### config.mk
export PLATFORM = sky130hd
export DESIGN_NAME = prog_loader
export DESIGN_NICKNAME = d
export VERILOG_FILES = /design/src/rtl/prog_loader.sv
export SDC_FILE = /design/constraint.sdc
export NUM_CORES = 1
export LEC_CHECK = 0
export CORE_MARGIN = 2
export CORE_UTILIZATION = 40
export CTS_CLUSTER_SIZE = 12
export DETAILED_ROUTE_END_ITERATION = 10
export GPL_TIMING_DRIVEN = 0
export PLACE_DENSITY_LB_ADDON = 0.15
export SYNTH_ARGS = -nofsm -noshare
export SYNTH_HDL_FRONTEND = slang
export SYNTH_SLANG_ARGS = --single-unit
export TNS_END_PERCENT = 1
### constraint.sdc
create_clock -name clk -period 8.82 [get_ports clk]
set_clock_uncertainty 0.1 [all_clocks]
set_input_delay 2.646 -clock clk [delete_from_list [all_inputs] [get_ports clk]]
set_output_delay 2.646 -clock clk [all_outputs]
set_load 0.1 [all_outputs]
### src/rtl/prog_loader.sv
// Boot-time image loader: framed byte stream -> byte memory writes.
// Holds the core in reset until the payload checksum is verified.
module prog_loader #(
  parameter logic [31:0] MEM_BYTES = 32'h0025_0000,
  parameter int unsigned RST_HOLD  = 8
) (
  input  logic        clk,
  input  logic        rst,
  input  logic        in_valid,
  input  logic [7:0]  in_data,
  output logic        in_ready,
  output logic        mem_we,
  output logic [31:0] mem_addr,
  output logic [7:0]  mem_wdata,
  input  logic        mem_ready,
  input  logic        reload,
  output logic        core_rst,
  output logic        done,
  output logic        err
);

  typedef enum logic [2:0] {
    S_HDR,
    S_DATA,
    S_CSUM,
    S_HOLD,
    S_RUN,
    S_ERR
  } state_e;

  state_e      state_q;
  logic [2:0]  hdr_cnt_q;
  logic [31:0] base_q;
  logic [23:0] len_q;
  logic [31:0] rcv_q;
  logic [31:0] rem_q;
  logic [31:0] hold_q;
  logic [7:0]  acc_q;
  logic        we_q;
  logic [31:0] addr_q;
  logic [7:0]  wdata_q;
  logic        core_rst_q;
  logic        done_q;
  logic        err_q;

  logic        take;
  logic        wr_done;
  logic [31:0] n_full;
  logic [32:0] room;
  logic        range_bad;

  assign mem_we    = we_q;
  assign mem_addr  = addr_q;
  assign mem_wdata = wdata_q;
  assign core_rst  = core_rst_q;
  assign done      = done_q;
  assign err       = err_q;

  assign take    = in_valid & in_ready;
  assign wr_done = we_q & mem_ready;

  // Length completes on the 8th header byte; check in 33 bits so no wrap.
  assign n_full    = {in_data, len_q};
  assign room      = {1'b0, MEM_BYTES} - {1'b0, base_q};
  assign range_bad = (base_q >= MEM_BYTES) ||
                     ({1'b0, n_full} > room);

  always_comb begin
    in_ready = 1'b0;
    unique case (state_q)
      S_HDR:   in_ready = 1'b1;
      S_CSUM:  in_ready = 1'b1;
      S_DATA:  in_ready = (rcv_q != '0) &&
                          (!we_q || mem_ready);
      default: in_ready = 1'b0;
    endcase
  end

  always_ff @(posedge clk) begin
    if (rst) begin
      state_q    <= S_HDR;
      hdr_cnt_q  <= '0;
      base_q     <= '0;
      len_q      <= '0;
      rcv_q      <= '0;
      rem_q      <= '0;
      hold_q     <= '0;
      acc_q      <= '0;
      we_q       <= 1'b0;
      addr_q     <= '0;
      wdata_q    <= '0;
      core_rst_q <= 1'b1;
      done_q     <= 1'b0;
      err_q      <= 1'b0;
    end else begin
      unique case (state_q)
        S_HDR: begin
          if (take) begin
            hdr_cnt_q <= hdr_cnt_q + 3'd1;
            if (!hdr_cnt_q[2])
              base_q <= {in_data, base_q[31:8]};
            else
              len_q <= {in_data, len_q[23:8]};
            if (hdr_cnt_q == 3'd7) begin
              hdr_cnt_q <= '0;
              if (range_bad) begin
                state_q <= S_ERR;
                err_q   <= 1'b1;
              end else if (n_full == '0) begin
                state_q <= S_CSUM;
              end else begin
                state_q <= S_DATA;
                addr_q  <= base_q;
                rcv_q   <= n_full;
                rem_q   <= n_full;
              end
            end
          end
        end
        S_DATA: begin
          // addr_q always points at the pending or next write slot.
          if (wr_done) begin
            addr_q <= addr_q + 32'd1;
            acc_q  <= acc_q + wdata_q;
            rem_q  <= rem_q - 32'd1;
          end
          if (take) begin
            we_q    <= 1'b1;
            wdata_q <= in_data;
            rcv_q   <= rcv_q - 32'd1;
          end else if (wr_done) begin
            we_q <= 1'b0;
          end
          if (wr_done && rem_q == 32'd1)
            state_q <= S_CSUM;
        end
        S_CSUM: begin
          if (take) begin
            hold_q <= '0;
            if (in_data == acc_q) begin
              state_q <= S_HOLD;
            end else begin
              state_q <= S_ERR;
              err_q   <= 1'b1;
            end
          end
        end
        S_HOLD: begin
          if (hold_q == 32'(RST_HOLD - 1)) begin
            state_q    <= S_RUN;
            core_rst_q <= 1'b0;
            done_q     <= 1'b1;
          end else begin
            hold_q <= hold_q + 32'd1;
          end
        end
        S_RUN, S_ERR: begin
          if (reload) begin
            state_q    <= S_HDR;
            hdr_cnt_q  <= '0;
            rcv_q      <= '0;
            rem_q      <= '0;
            hold_q     <= '0;
            acc_q      <= '0;
            we_q       <= 1'b0;
            addr_q     <= '0;
            core_rst_q <= 1'b1;
            done_q     <= 1'b0;
            err_q      <= 1'b0;
          end
        end
        default: begin
          state_q <= S_ERR;
          err_q   <= 1'b1;
        end
      endcase
    end
  end

endmodule

==> metrics.yaml <==
io_buffers: 56
netlist_top_cells_area: "dfxtp_1, nand2_1, a21oi_1, ha_1, nor2_1"
drc: 0
hpwl_mm: 33.63
crit_family: "buffers and inverters"
hold_viol: 0
path_buf_inv: 3
routed_wl_mm: 46.90
grt_max_degree: 13
max_freq_mhz: 132.2
worst_setup_path_end_kind: "primary output"
first_pass_iters: 5
multi_input_area_mm2: 0.007303
ctsHoldBuffers: 0
yosysUniqueCellTypes: 74
peakVddDrop_uv: 174.9
die-area_mm2: 0.03176
crit_type: "primary input to primary output"
synthMuxAreaShare_pct: 1.732
yosysTopAreaCellShare_pct: 34.63
drt-initial-drc-count: 1423
synth_ff_type: "dfxtp_1"
synth_nets: 1662
cts_tree: "done"
synth_area_mm2: 0.01214
yosysTopAreaCell: "dfxtp_1"
critPathArrivalTime_ps: 4820
outcome: "finished, final reports clean"
synth_compound_area_share_pct: 22.56
maxCapViolCount: 0
die_w_um: 178.2
grtUsageTotal_pct: 29.34
seq_area_frac_synth_pct: 34.63
cp-start-kind: "primary input"
ios: 58
fp.dieH_um: 178.2
grt_pass1_wl_mm: 71.20
synth-xor-area-share_pct: 5.339
cts-buffers-inserted: 25
power_density_mw_per_mm2: 304.7
cts_setup_buffers: 0
dp.cells: 2047
ant_nets: 0
htreeDepth: 1
cpMaxStageDelayCell: "clkdlybuf4s50_1"
avgViaCountPerCell: 6.042
antenna_found_initial: 0
avgRoutedWirePerCell_um: 22.41
grt_pass1_vias: 11790
synth_top_family_by_area: "simple AND/OR/NAND/NOR gates"
crit_fanout: 3
drive_gt1_share_pct: 4.759
max_stage_delay_ps: 1170
syn2layout_area_growth_pct: 15.67
grt_util_met3_pct: 5.989
layout.cells.non_filler: 2093
syn_area_per_cell_um2: 7.582
busiest_layer: "met2"
grt_util_met2_pct: 44.77
cp_data_required_time_ps: 6070
clock_latency_ps: 540
postCtsResizedCells: 0
nets: 1745
period_minus_slack_ps: 7566
p_leak_nw: 4.963
async_flop_share_pct: 0
rsz0062_at_grt: "false"
synth-seq-cells: 210
clk_path_buf_depth: 3
worst_pin_slew_ps: 1073
synth_fa_ha_area_share_pct: 5.009
fillers: 3053
clkTransAtPathRegs_ps: 60
place.gp.congestion: 0.9634
synthCells: 1601
dr_total_vias: 12650
overflow: 0
synthSimpleGateAreaFrac_pct: 25.52
grt_use_met1_pct: 39.62
yosys_warnings: 0
synth_edf_count: 0
slew-limit-headroom_pct: 27.82
timing.final.crit_share_pct: 85.79
worstHoldPathType: "register to register"
regArea_mm2: 0.004204
coreArea_mm2: 0.02980
start_util_pct: 40.74
rows: 63
cts.sink_count: 210
finalSetupTns_ps: 0
slew_viol_final: 0
cts_root_buffer: "clkbuf_16"
worstPathCellList: "clkdlybuf4s50_1 -> inv_1 -> a21oi_1 -> o21ai_0 -> o21ai_0 -> clkdlybuf4s50_1"
setup_viol: 0
-- synthesized netlist by cell type, drive strengths merged (22+ instances only) --
cell type / n
ha: 47
nand3: 50
a21oi: 150
inv: 39
nor2: 131
dfxtp: 210
a22oi: 22
nand4: 30
nor3: 53
nor4: 33
xnor2: 34
clkbuf: 94
o21ai: 122
nand2: 250
xor2: 40
nor2b: 23
-- cell type report --
type                    count  area share [%]
clock inverters             9          0.8822
inverters                  39           1.043
flip-flops and latches    210           29.94
multi-input cells        1241           52.01
clock buffers              36           5.177
plain buffers             111           3.457
well taps                 390           3.475
diodes                      1         0.01782
repair buffers             56           3.992
-- worst paths after layout --
kind | start | end | slack [ps] | depth (start not counted)
worst max-delay path | mem_ready | in_ready | 1250 | 6
worst min-delay path | rcv_q[25]$_SDFFE_PP0P_ | rcv_q[25]$_SDFFE_PP0P_ | 370 | 2
worst max register to register | base_q[1]$_SDFFE_PP0P_ | rem_q[27]$_SDFFE_PP0P_ | 2740 | 19
worst min register to register | rcv_q[25]$_SDFFE_PP0P_ | rcv_q[25]$_SDFFE_PP0P_ | 370 | 2
-- report_power, final --
group / switching [W] / leakage [nW] / total [W] / internal [W]
Clock: 0.000430 / 0.424 / 0.00109 / 0.000658
Sequential: 0.000105 / 1.70 / 0.00115 / 0.00105
Combinational: 0.00144 / 2.84 / 0.00204 / 0.000597
-- registers in the layout, indices dropped and copies added, names as in the netlist --
signal	cells
rcv_q	32
core_rst	1
acc_q	8
mem_addr	32
done	1
rem_q	32
len_q	24
mem_wdata	8
hdr_cnt_q	3
err	1
hold_q	32
state_q	3
base_q	32
mem_we	1
-- stage by stage --
step                utilization, %  worst slack [ps]  area (um2)  power, W  hold slack (ps)
detailed placement           44.26              1273       13190  0.003152            365.5
global placement             44.26              1251       13190  0.003149            363.7
CTS                          47.12              1266       14040  0.004241            375.5
finish                       47.12              1254       14040  0.004278            372.9
floorplan                        -              2116       12140  0.002556            342.7
global route                 47.12              1182       14040  0.004502            407.6
-- layout by cell type, fill, tap and decap left out, types with 7 or more instances in the layout --
cell	count
a211oi_1	11
a21o_1	7
a21oi_1	149
a221oi_1	11
a22oi_1	21
a31oi_1	13
a32oi_1	16
and2_1	8
and3_1	15
buf_2	7
buf_6	7
clkbuf_1	99
clkbuf_16	25
clkdlybuf4s50_1	56
dfxtp_1	210
ha_1	47
inv_1	39
mux2i_1	21
nand2_1	250
nand2b_1	7
nand3_1	50
nand4_1	30
nor2_1	130
nor2b_1	23
nor3_1	52
nor4_1	31
o2111ai_1	10
o211ai_1	8
o21ai_0	90
o21ai_1	31
o22ai_1	15
o31ai_1	11
or2_2	10
or3_1	13
xnor2_1	34
xor2_1	40
-- kinds of logic after synthesis --
family                   count (synthesis)
multiplexers                            21
AND/OR/NAND/NOR                        654
flip-flops                             210
adder cells (fa/ha/maj)                 48
AO/OA/AOI/OAI                          444
XOR/XNOR                                74
buffers and inverters                  150
-- per-layer routing --
layer | up-vias | wire length, um
met5 | - | 0
met4 | 0 | 2270
met3 | 132 | 4438
met2 | 609 | 20090
met1 | 5970 | 20100
li1 | 5935 | -
-- worst register-to-register path, delay by kind of cell, from the launching register on --
kind	cells	cell delay [ps]
AOI/OAI and AO/OA	7	2350
xor gates and xnor gates	1	160
adders and majority gates	2	490
buffers and inverters	2	280
DFF	1	390
and+or+nand+nor	7	2260
Power figures use the tool's default switching activity.
